File: src/rtl/fa16_lookup_ctrl_pkg.sv
// Shared types for the 16-way fully-associative lookup controller.
// FSM encoding and way count.
package fa16_lookup_ctrl_pkg;

  localparam int NUM_WAYS = 16;

  typedef enum logic [1:0] {
    S_IDLE = 2'd0,
    S_REQ  = 2'd1,
    S_WAIT = 2'd2,
    S_RESP = 2'd3
  } state_e;

endpackage

File: src/rtl/fa16_match.sv
// Tag compare array with lowest-index one-hot of matches and of
// invalid ways.
module fa16_match
  import fa16_lookup_ctrl_pkg::*;
#(
  parameter int TAG_W = 20
) (
  input  logic [NUM_WAYS-1:0]            valid,
  input  logic [NUM_WAYS-1:0][TAG_W-1:0] tags,
  input  logic [TAG_W-1:0]               tag,
  output logic [NUM_WAYS-1:0]            match_vec,
  output logic [NUM_WAYS-1:0]            match_oh,
  output logic [NUM_WAYS-1:0]            inv_oh
);

  logic [NUM_WAYS-1:0] inv;

  always_comb begin
    match_vec = '0;
    for (int i = 0; i < NUM_WAYS; i++) begin
      match_vec[i] = valid[i] && (tags[i] == tag);
    end
  end

  // x & -x isolates the lowest set bit
  assign inv      = ~valid;
  assign match_oh = match_vec & (~match_vec + NUM_WAYS'(1));
  assign inv_oh   = inv & (~inv + NUM_WAYS'(1));

endmodule

File: src/rtl/fa16_lookup_ctrl.sv
// 16-entry fully-associative tag/data store with refill control.
// Optional perf counters under FA16_PERF_CNT_EN.
module fa16_lookup_ctrl
  import fa16_lookup_ctrl_pkg::*;
#(
  parameter int TAG_W  = 20,
  parameter int DATA_W = 32
) (
  input  logic                clk,
  input  logic                rst_n,
  input  logic                lookup_valid,
  output logic                lookup_ready,
  input  logic [TAG_W-1:0]    lookup_tag,
  output logic                resp_valid,
  output logic                resp_hit,
  output logic [DATA_W-1:0]   resp_data,
  output logic                refill_req_valid,
  input  logic                refill_req_ready,
  output logic [TAG_W-1:0]    refill_req_tag,
  input  logic                refill_resp_valid,
  input  logic [DATA_W-1:0]   refill_resp_data,
  input  logic                flush,
  output logic                plru_hit,
  output logic [NUM_WAYS-1:0] plru_hit_sel,
  output logic                plru_wen,
  input  logic [NUM_WAYS-1:0] plru_victim
`ifdef FA16_PERF_CNT_EN
  ,
  output logic [31:0]         perf_hit_cnt,
  output logic [31:0]         perf_miss_cnt
`endif
);

  state_e state_q, state_d;

  logic [NUM_WAYS-1:0]             valid_q;
  logic [NUM_WAYS-1:0][TAG_W-1:0]  tag_q;
  logic [NUM_WAYS-1:0][DATA_W-1:0] data_q;
  logic                            flush_pend_q;

  logic [NUM_WAYS-1:0] match_vec;
  logic [NUM_WAYS-1:0] match_oh;
  logic [NUM_WAYS-1:0] inv_oh;
  logic [NUM_WAYS-1:0] wr_oh;
  logic [DATA_W-1:0]   hit_data;
  logic                any_match;
  logic                any_inv;
  logic                fire;
  logic                hit_fire;
  logic                miss_fire;
  logic                refill_fire;
  logic                clr_valid;

  fa16_match #(
    .TAG_W(TAG_W)
  ) u_match (
    .valid    (valid_q),
    .tags     (tag_q),
    .tag      (lookup_tag),
    .match_vec(match_vec),
    .match_oh (match_oh),
    .inv_oh   (inv_oh)
  );

  assign any_match   = |match_vec;
  assign any_inv     = |inv_oh;
  assign lookup_ready = (state_q == S_IDLE) && !flush;
  assign fire        = lookup_valid && lookup_ready;
  assign hit_fire    = fire && any_match;
  assign miss_fire   = fire && !any_match;
  assign refill_fire = (state_q == S_WAIT) && refill_resp_valid;

  assign refill_req_valid = (state_q == S_REQ);
  assign resp_valid       = (state_q == S_RESP);

  always_comb begin
    hit_data = '0;
    for (int i = 0; i < NUM_WAYS; i++) begin
      if (match_oh[i]) hit_data = hit_data | data_q[i];
    end
  end

  always_comb begin
    state_d      = state_q;
    plru_hit     = 1'b0;
    plru_hit_sel = '0;
    plru_wen     = 1'b0;
    wr_oh        = '0;
    unique case (state_q)
      S_IDLE: begin
        if (hit_fire) begin
          plru_hit     = 1'b1;
          plru_hit_sel = match_oh;
          state_d      = S_RESP;
        end else if (miss_fire) begin
          state_d = S_REQ;
        end
      end
      S_REQ: begin
        if (refill_req_ready) state_d = S_WAIT;
      end
      S_WAIT: begin
        if (refill_resp_valid) begin
          state_d = S_RESP;
          if (any_inv) begin
            plru_hit     = 1'b1;
            plru_hit_sel = inv_oh;
            wr_oh        = inv_oh;
          end else begin
            plru_wen = 1'b1;
            wr_oh    = plru_victim;
          end
        end
      end
      S_RESP: state_d = S_IDLE;
      default: state_d = S_IDLE;
    endcase
  end

  // A pending flush also wipes the way refilled by this transaction
  assign clr_valid =
    ((state_q == S_IDLE) && flush) ||
    ((state_q == S_RESP) && (flush || flush_pend_q));

  always_ff @(posedge clk or negedge rst_n) begin
    if (!rst_n) begin
      state_q        <= S_IDLE;
      valid_q        <= '0;
      flush_pend_q   <= 1'b0;
      resp_hit       <= 1'b0;
      resp_data      <= '0;
      refill_req_tag <= '0;
    end else begin
      state_q <= state_d;
      if (clr_valid) valid_q <= '0;
      else           valid_q <= valid_q | wr_oh;
      if (state_q == S_RESP)
        flush_pend_q <= 1'b0;
      else if (flush && (state_q != S_IDLE))
        flush_pend_q <= 1'b1;
      if (hit_fire) begin
        resp_hit  <= 1'b1;
        resp_data <= hit_data;
      end else if (refill_fire) begin
        resp_hit  <= 1'b0;
        resp_data <= refill_resp_data;
      end
      if (miss_fire) refill_req_tag <= lookup_tag;
    end
  end

  always_ff @(posedge clk) begin
    for (int i = 0; i < NUM_WAYS; i++) begin
      if (wr_oh[i]) begin
        tag_q[i]  <= refill_req_tag;
        data_q[i] <= refill_resp_data;
      end
    end
  end

`ifdef FA16_PERF_CNT_EN
  always_ff @(posedge clk or negedge rst_n) begin
    if (!rst_n) begin
      perf_hit_cnt  <= '0;
      perf_miss_cnt <= '0;
    end else if (flush) begin
      perf_hit_cnt  <= '0;
      perf_miss_cnt <= '0;
    end else begin
      if (hit_fire && (perf_hit_cnt != '1))
        perf_hit_cnt <= perf_hit_cnt + 32'd1;
      if (miss_fire && (perf_miss_cnt != '1))
        perf_miss_cnt <= perf_miss_cnt + 32'd1;
    end
  end
`endif

endmodule

File: config.mk
export PLATFORM = sky130hd
export DESIGN_NAME = fa16_lookup_ctrl
export DESIGN_NICKNAME = d
export VERILOG_FILES = /design/src/rtl/fa16_lookup_ctrl_pkg.sv /design/src/rtl/fa16_match.sv /design/src/rtl/fa16_lookup_ctrl.sv
export SDC_FILE = /design/constraint.sdc
export NUM_CORES = 1
export LEC_CHECK = 0
export BUFFER_PORTS_ARGS = -buffer_cell sky130_fd_sc_hd__buf_2
export CORE_AREA = 2 2 371 263
export CTS_BUF_LIST = sky130_fd_sc_hd__clkbuf_16
export DETAILED_ROUTE_END_ITERATION = 10
export DIE_AREA = 0 0 373 265
export GPL_TIMING_DRIVEN = 0
export PLACE_DENSITY = 0.59
export SETUP_SLACK_MARGIN = 0.02
export SLEW_MARGIN = 20
export SYNTH_ARGS = -nofsm -noshare
export SYNTH_HDL_FRONTEND = slang
export SYNTH_SLANG_ARGS = --single-unit
File: constraint.sdc
create_clock -name clk -period 9.1 [get_ports clk]
set_input_delay 2.73 -clock clk [delete_from_list [all_inputs] [get_ports clk]]
set_output_delay 2.73 -clock clk [all_outputs]
set_load 0.01 [all_outputs]
==> results of run 1 <==
## power breakdown
group	internal (mW)	switching, mW	leakage, nW	total [mW]
clock network	2.06	1.64	1.48	3.69
logic	0.340	0.577	5.42	0.917
registers	4.98	0.527	8.36	5.51
total	7.38	2.74	15.3	10.1
## worst max-delay path: stages
cell	delay (ns)
sky130_fd_sc_hd__buf_4	0.24
sky130_fd_sc_hd__buf_2	0.43
sky130_fd_sc_hd__xnor2_1	0.17
sky130_fd_sc_hd__nand4_1	0.19
sky130_fd_sc_hd__nor4_1	0.47
sky130_fd_sc_hd__nand4_1	0.40
sky130_fd_sc_hd__nor3b_1	0.27
sky130_fd_sc_hd__a41o_1	0.32
sky130_fd_sc_hd__buf_2	0.32
sky130_fd_sc_hd__o41ai_4	0.59
sky130_fd_sc_hd__buf_2	0.24
## cell type report
class	count	area, um^2	share of cell area
timing repair buffer	183	1858	0.04183
inverter	168	630.6	0.01420
multi-input combinational	1343	9751	0.2195
clock buffer	89	2227	0.05014
buffer	169	904.6	0.02036
sequential	904	26790	0.6030
clock inverter	79	684.4	0.01541
tap	1261	1578	0.03552
antenna	1	2.502	0.00005633
## cells by family after synthesis
logic type | Yosys count | synth area share
mux | 20 | 0.005956
compound gates | 437 | 0.09169
buf+inv | 337 | 0.04057
flops | 904 | 0.7084
xor+xnor | 320 | 0.07412
fa+ha+maj | 4 | 0.001324
simple gates | 562 | 0.07793
## stage by stage
step | setup slack [ns] | hold WS, ns
floorplan | 1.497 | 0.4629
finish | -0.01949 | 0.4960
global route | -0.02625 | 0.5499
CTS | -0.02566 | 0.5006
global placement | -0.8616 | 0.4787
detailed placement | -0.7367 | 0.4831
## what timing repair did
action / CTS / global route
gates resized for setup: 12 / 6
endpoints found under the setup margin: 14 / 5
endpoints found under the hold margin: 0 / 0
pin swaps: 7 / 0
setup buffers: 14 / 0
cloned: 0 / 0
## flip-flops by register name (all words and copies together), names as in the netlist
register	flops
data_q	512
flush_pend_q	1
refill_req_tag	20
resp_data	32
resp_hit	1
state_q	2
tag_q	320
valid_q	16
## Yosys cell counts, types with 3 or more instances
cell | n | share of area
sky130_fd_sc_hd__o21a_1 | 35 | 0.0069
sky130_fd_sc_hd__buf_6 | 21 | 0.0063
sky130_fd_sc_hd__o2111ai_1 | 32 | 0.0074
sky130_fd_sc_hd__o221ai_1 | 32 | 0.0074
sky130_fd_sc_hd__nor4_1 | 46 | 0.0076
sky130_fd_sc_hd__nand3_1 | 19 | 0.0025
sky130_fd_sc_hd__inv_1 | 168 | 0.017
sky130_fd_sc_hd__nand4_1 | 41 | 0.0068
sky130_fd_sc_hd__and3_1 | 37 | 0.0061
sky130_fd_sc_hd__ha_1 | 4 | 0.0013
sky130_fd_sc_hd__o21ai_0 | 32 | 0.0042
sky130_fd_sc_hd__or2_1 | 5 | 0.00083
sky130_fd_sc_hd__or3_1 | 32 | 0.0053
sky130_fd_sc_hd__a22oi_1 | 3 | 0.00060
sky130_fd_sc_hd__a41o_1 | 3 | 0.00079
sky130_fd_sc_hd__a22oi_2 | 29 | 0.0096
sky130_fd_sc_hd__o21ai_1 | 5 | 0.00066
sky130_fd_sc_hd__a31oi_1 | 33 | 0.0055
sky130_fd_sc_hd__and2_1 | 7 | 0.0012
sky130_fd_sc_hd__edfxtp_1 | 832 | 0.66
sky130_fd_sc_hd__mux2_1 | 20 | 0.0060
sky130_fd_sc_hd__dfrtp_1 | 72 | 0.048
sky130_fd_sc_hd__nor2_1 | 202 | 0.020
sky130_fd_sc_hd__nor2b_1 | 6 | 0.00099
sky130_fd_sc_hd__nor3_1 | 78 | 0.010
sky130_fd_sc_hd__o211ai_1 | 33 | 0.0066
sky130_fd_sc_hd__buf_4 | 21 | 0.0042
sky130_fd_sc_hd__nand2_1 | 30 | 0.0030
sky130_fd_sc_hd__xor2_1 | 184 | 0.043
sky130_fd_sc_hd__o22ai_1 | 36 | 0.0060
sky130_fd_sc_hd__clkbuf_1 | 101 | 0.010
sky130_fd_sc_hd__a32oi_1 | 32 | 0.0074
sky130_fd_sc_hd__a2bb2oi_1 | 33 | 0.0076
sky130_fd_sc_hd__nor3b_1 | 34 | 0.0068
sky130_fd_sc_hd__xnor2_1 | 136 | 0.032
sky130_fd_sc_hd__a21oi_1 | 23 | 0.0030
sky130_fd_sc_hd__buf_2 | 26 | 0.0034
sky130_fd_sc_hd__o2bb2ai_1 | 3 | 0.00070
sky130_fd_sc_hd__nor4_2 | 4 | 0.0013
sky130_fd_sc_hd__nand2b_1 | 6 | 0.00099
sky130_fd_sc_hd__a31o_2 | 33 | 0.0076
sky130_fd_sc_hd__a311oi_1 | 32 | 0.0074
## per-layer routing
metal	vias up	routed length (um)	GRT usage
li1	10290	-	-
met1	12380	53470	0.3629
met2	1425	51510	0.3499
met3	172	13570	0.05742
met4	0	2694	0.06152
met5	-	0	0
## worst paths after layout
check	to	from	slack [ns]	cells past startpoint
min in group asynchronous	resp_data[26]$_DFFE_PN0P_	rst_n	1.96	1
max in group asynchronous	resp_data[6]$_DFFE_PN0P_	rst_n	6.50	2
worst min-delay path	flush_pend_q$_DFFE_PN0P_	flush_pend_q$_DFFE_PN0P_	0.50	2
worst min register to register	flush_pend_q$_DFFE_PN0P_	flush_pend_q$_DFFE_PN0P_	0.50	2
worst max register to register	data_q[14]$_DFFE_PP_	valid_q[0]$_DFF_PN0_	5.03	9
worst max-delay path	plru_hit_sel[8]	lookup_tag[8]	-0.02	11
==> summary.txt, run 1 <==
Yosys
  – FFs w/ async S/R, synth: 0.07965
  – Register bit total from synthesis: 904
  – Net count of the mapped netlist: 2662
  – Top_reg_cell synth: sky130_fd_sc_hd__edfxtp_1
  – Gate count of the mapped netlist: around 2600
  – Number of synthesized flops with an enable pin: 832
  – Syn avg cell area: 14.63 um^2
  – Distinct cell type count of the synthesized netlist: 61
  – Area of the mapped netlist: 37810 um^2
  – Register area share after synthesis: 0.7084
  – Syn. warnings: 0

Clocking
  – Number of sinks handled by clock tree synthesis: 904
  – CTS root buf: sky130_fd_sc_hd__clkbuf_16
  – Clock input transition at the sequential cells of the worst setup and hold paths: 0.06 ns
  – Max Buffers Root-to-Sink: 3
  – Number of hold buffers added after cts: 0
  – Clock tree from TritonCTS: yes
  – Maximum level of the CTS H-tree: 3
  – Number of clock buffers inserted by TritonCTS: 89
  – Skew-Pair Late Insertion Delay: 0.68 ns

Layout
  – Highest-count cells in the layout ignoring fill and taps: sky130_fd_sc_hd__edfxtp_1 (832), sky130_fd_sc_hd__nor2_1 (194), sky130_fd_sc_hd__xor2_1 (184), sky130_fd_sc_hd__inv_1 (182), sky130_fd_sc_hd__buf_2 (152)
  – Post-route non-filler standard cell count: 4197
  – Fraction of layout cells with a size suffix above 1: 0.1680
  – Leading cell type in the layout, fill and taps excluded: sky130_fd_sc_hd__edfxtp_1
  – Final Instance Area: 44420 um^2
  – Nets: a little under 3000
  – Fin util: 0.4666
  – Fill cell instance count of the final layout: 8131
  – Area Overhead vs Synth: 17.48%

Timing
  – Worst-case headroom to the max-slew limit: 0.2109
  – Clk_skew: 0.03436 ns
  – Worst Max-Slew Pin Slew: 1.184 ns
  – Period utilisation layout: 1.002
  – Setup tns final: -0.02799 ns
  – Count of endpoints failing hold in the final timing report: 0
  – Peak clock frequency supported by timing: 109.7 MHz
  – Fin crit period: 9.119 ns
  – Unrepaired setup endpoints after global routing: true
  – Pins Over Slew Limit: 0
  – Final count of negative-setup-slack endpoints: 2
  – Worst setup slack after layout: -0.01949 ns

Global route
  – Antenna violations before repair: 4
  – Total routing resource utilization after global routing: 0.2413
  – Grt ovf: 0
  – Pin count of the biggest net entering global routing: 50
  – Wire length of the first global-routing pass: approximately 170000 um
  – Vias in the first global route: around 23000

Die
  – Standard cell core area: 95210 um^2
  – Starting Density: 0.3971
  – Total I/O pin count: 148
  – Die Y-Extent: ~270 um
  – Die Width: 373 um
  – Area of the die: 98850 um^2
  – Standard-cell row count: 95

Place
  – HPWL after detailed placement: between 80000 and 90000 um
  – Inst Count DP: 4014
  – Standard cell area after detailed placement: 41290 um^2
  – Final weighted congestion in routability-driven placement: 0.9121
  – Count of buffers from port buffering: 127

Job
  – Maximum capacitance violations: 0

Routing
  – Count of antenna-violating nets left after detailed routing: 0
  – DRT Pass-1 Iters: 5
  – Starting DRC count in detailed routing: 3493
  – Vias per cell: around 5.8
  – Via count: 24270
  – Detailed Route WL: 121200 um
  – Post-DR wirelength/cell: 28.89 um
  – Remaining design rule violation count: 0

Power and ir drop
  – Design Power: 10.12 mW
  – Pwr per Cell Area: 227.7 nW/um^2
  – Leak: 15.26 nW
  – Worst supply voltage drop on vdd: 0.1842 mV

Worst hold path
  – Worst min-delay path category: flip-flop to flip-flop

Setup path
  – Highest fanout seen on the critical path: 10
  – Arr. time, crit path: 6.39 ns
  – Setup CP Type: input pin to output port
  – Critical path startpoint category: input pin
  – Critical Path End Type: output port
  – Required @ worst endpoint: between 6 and 7 ns

Run status
  – Failing checks: setup timing
  – Run status: complete, but fails checks
Power figures use the tool's default switching activity.
==> inputs of run 2 (changes only) <==
==> constraint.sdc (replaced) <==
create_clock -name clk -period 9.1 [get_ports clk]
set_input_delay 2.73 -clock clk [delete_from_list [all_inputs] [get_ports clk]]
set_output_delay 2.73 -clock clk [all_outputs]
set_load 0.02 [all_outputs]
==> summary.txt, run 2 (synthesis gave the netlist of run 1 again) <==
Timing
  – Worst-case headroom to the max-slew limit: 0.1885
  – Setup tns final: -0.06024 ns
  – Peak clock frequency supported by timing: ~110 MHz
  – Clk_skew: ~0.039 ns
  – Period utilisation layout: 1.007
  – Unrepaired setup endpoints after global routing: true
  – Count of endpoints failing hold in the final timing report: 0
  – Minimum hold slack: 0.4964 ns
  – Fin crit period: 9.160 ns
  – Final count of negative-setup-slack endpoints: 1
  – Worst Max-Slew Pin Slew: approximately 1.2 ns
  – Worst setup slack after layout: -0.06024 ns
  – Pins Over Slew Limit: 0

Layout
  – Final Instance Area: 44420 um^2
  – Multi-input gate area: slightly below 10000 um^2
  – Leading cell type in the layout, fill and taps excluded: sky130_fd_sc_hd__edfxtp_1
  – Registers with the highest flip-flop counts: data_q: 512 flops, tag_q: 320 flops, resp_data: 32 flops
  – Highest-count cells in the layout ignoring fill and taps: sky130_fd_sc_hd__edfxtp_1 (832), sky130_fd_sc_hd__nor2_1 (194), sky130_fd_sc_hd__xor2_1 (184), sky130_fd_sc_hd__inv_1 (182), sky130_fd_sc_hd__buf_2 (152)
  – Fraction of layout cells with a size suffix above 1: 0.1683
  – Area Overhead vs Synth: 17.49%
  – Area occupied by registers: 26790 um^2
  – Register containing the most flip-flops in the final layout: data_q
  – Nets: 2936
  – Fin util: 0.4666
  – Fill cell instance count of the final layout: 8130
  – Number of flip-flops under the largest register name: 512
  – Post-route non-filler standard cell count: approximately 4200

Routing
  – Met2 Routed Length: 51440 um
  – Detailed Route WL: 121300 um
  – Met3 layer wire length in the routed design: 13230 um
  – DRT Pass-1 Iters: 7
  – Remaining design rule violation count: 0
  – Via count: 24260
  – Starting DRC count in detailed routing: 3417
  – Post-DR wirelength/cell: 28.89 um
  – Detailed-routing wirelength on met1: 53680 um
  – Count of antenna-violating nets left after detailed routing: 0
  – Vias per cell: 5.779
  – Uppermost layer routed: met4

Die
  – Standard-cell row count: 95
  – Total I/O pin count: 148
  – Area of the die: slightly below 100000 um^2
  – Die Width: 373 um
  – Die Y-Extent: 265 um
  – Standard cell core area: 95210 um^2
  – Starting Density: 0.3971

Job
  – Maximum capacitance violations: 0

Place
  – Standard cell area after detailed placement: slightly above 40000 um^2
  – Count of buffers from port buffering: 127
  – Final weighted congestion in routability-driven placement: 0.9121
  – Pre-CTS setup slack: -0.7713 ns
  – HPWL after detailed placement: 81430 um
  – Inst Count DP: 4014

Clocking
  – Number of clock buffers inserted by TritonCTS: 89
  – Max Buffers Root-to-Sink: 3
  – Clock input transition at the sequential cells of the worst setup and hold paths: 0.06 ns
  – Maximum level of the CTS H-tree: 3
  – Skew-Pair Late Insertion Delay: 0.69 ns
  – Number of sinks handled by clock tree synthesis: between 900 and 1000
  – Clock tree from TritonCTS: yes
  – CTS root buf: sky130_fd_sc_hd__clkbuf_16
  – Number of hold buffers added after cts: 0

Global route
  – Wire length of the first global-routing pass: 170800 um
  – Antenna violations before repair: 4
  – Total routing resource utilization after global routing: 0.2414
  – Pin count of the biggest net entering global routing: 50
  – Vias in the first global route: 23470
  – Grt ovf: 0

Setup path
  – Setup CP Type: input pin to output port
  – Critical path startpoint category: input pin
  – Highest fanout seen on the critical path: 10
  – Critical Path End Type: output port
  – Arr. time, crit path: 6.43 ns
  – Required @ worst endpoint: 6.37 ns

Power and ir drop
  – Worst supply voltage drop on vdd: 0.1921 mV
  – Leak: 15.27 nW
  – Pwr per Cell Area: about 230 nW/um^2
  – Design Power: 10.22 mW

Worst hold path
  – Worst min-delay path category: flip-flop to flip-flop

Run status
  – Run status: complete, but fails checks
  – Failing checks: setup timing
run 2: cell type report:
| class | instances | area share |
|---|---|---|
| multi-input cells | 1343 | 0.2195 |
| well taps | 1261 | 0.03552 |
| clock inverters | 79 | 0.01541 |
| inverters | 168 | 0.01420 |
| diodes | 1 | 0.00005633 |
| plain buffers | 169 | 0.02039 |
| flip-flops and latches | 904 | 0.6030 |
| repair buffers | 183 | 0.04183 |
| clock buffers | 89 | 0.05014 |
run 2: report_power, final:
part	switching (mW)	total (mW)	leakage, nW	internal (mW)
combinational	0.674	1.01	5.42	0.341
clock	1.64	3.70	1.48	2.06
sequential	0.525	5.50	8.36	4.98
run 2: worst paths after layout:
| kind | start | end | slack [ns] | cells past startpoint |
|---|---|---|---|---|
| worst max-delay path | lookup_tag[8] | plru_hit_sel[8] | -0.06 | 11 |
| worst min-delay path | flush_pend_q$_DFFE_PN0P_ | flush_pend_q$_DFFE_PN0P_ | 0.50 | 2 |
| worst max register to register | valid_q[0]$_DFF_PN0_ | data_q[14]$_DFFE_PP_ | 5.04 | 9 |
| worst min register to register | flush_pend_q$_DFFE_PN0P_ | flush_pend_q$_DFFE_PN0P_ | 0.50 | 2 |
| max in group asynchronous | rst_n | resp_data[6]$_DFFE_PN0P_ | 6.50 | 2 |
| min in group asynchronous | rst_n | resp_data[26]$_DFFE_PN0P_ | 1.96 | 1 |
run 2: critical path, cell delays in order:
cell	delay [ns]
sky130_fd_sc_hd__buf_4	0.23
sky130_fd_sc_hd__buf_2	0.44
sky130_fd_sc_hd__xnor2_1	0.17
sky130_fd_sc_hd__nand4_1	0.19
sky130_fd_sc_hd__nor4_1	0.45
sky130_fd_sc_hd__nand4_1	0.41
sky130_fd_sc_hd__nor3b_1	0.27
sky130_fd_sc_hd__a41o_1	0.33
sky130_fd_sc_hd__buf_2	0.31
sky130_fd_sc_hd__o41ai_4	0.59
sky130_fd_sc_hd__buf_2	0.27
run 2: metal layers:
metal,GRT usage,up-vias
met4,0.06207,0
met1,0.3649,12350
met2,0.3497,1426
met3,0.05456,191
met5,0,-
li1,-,10290
run 2: repair_timing:
item | 4_1_cts | 5_1_grt
setup buffers | 14 | 0
endpoints found under the hold margin | 0 | 0
endpoints found under the setup margin | 14 | 4
gates resized for setup | 15 | 6
cloned | 0 | 0
pin swaps | 7 | 0
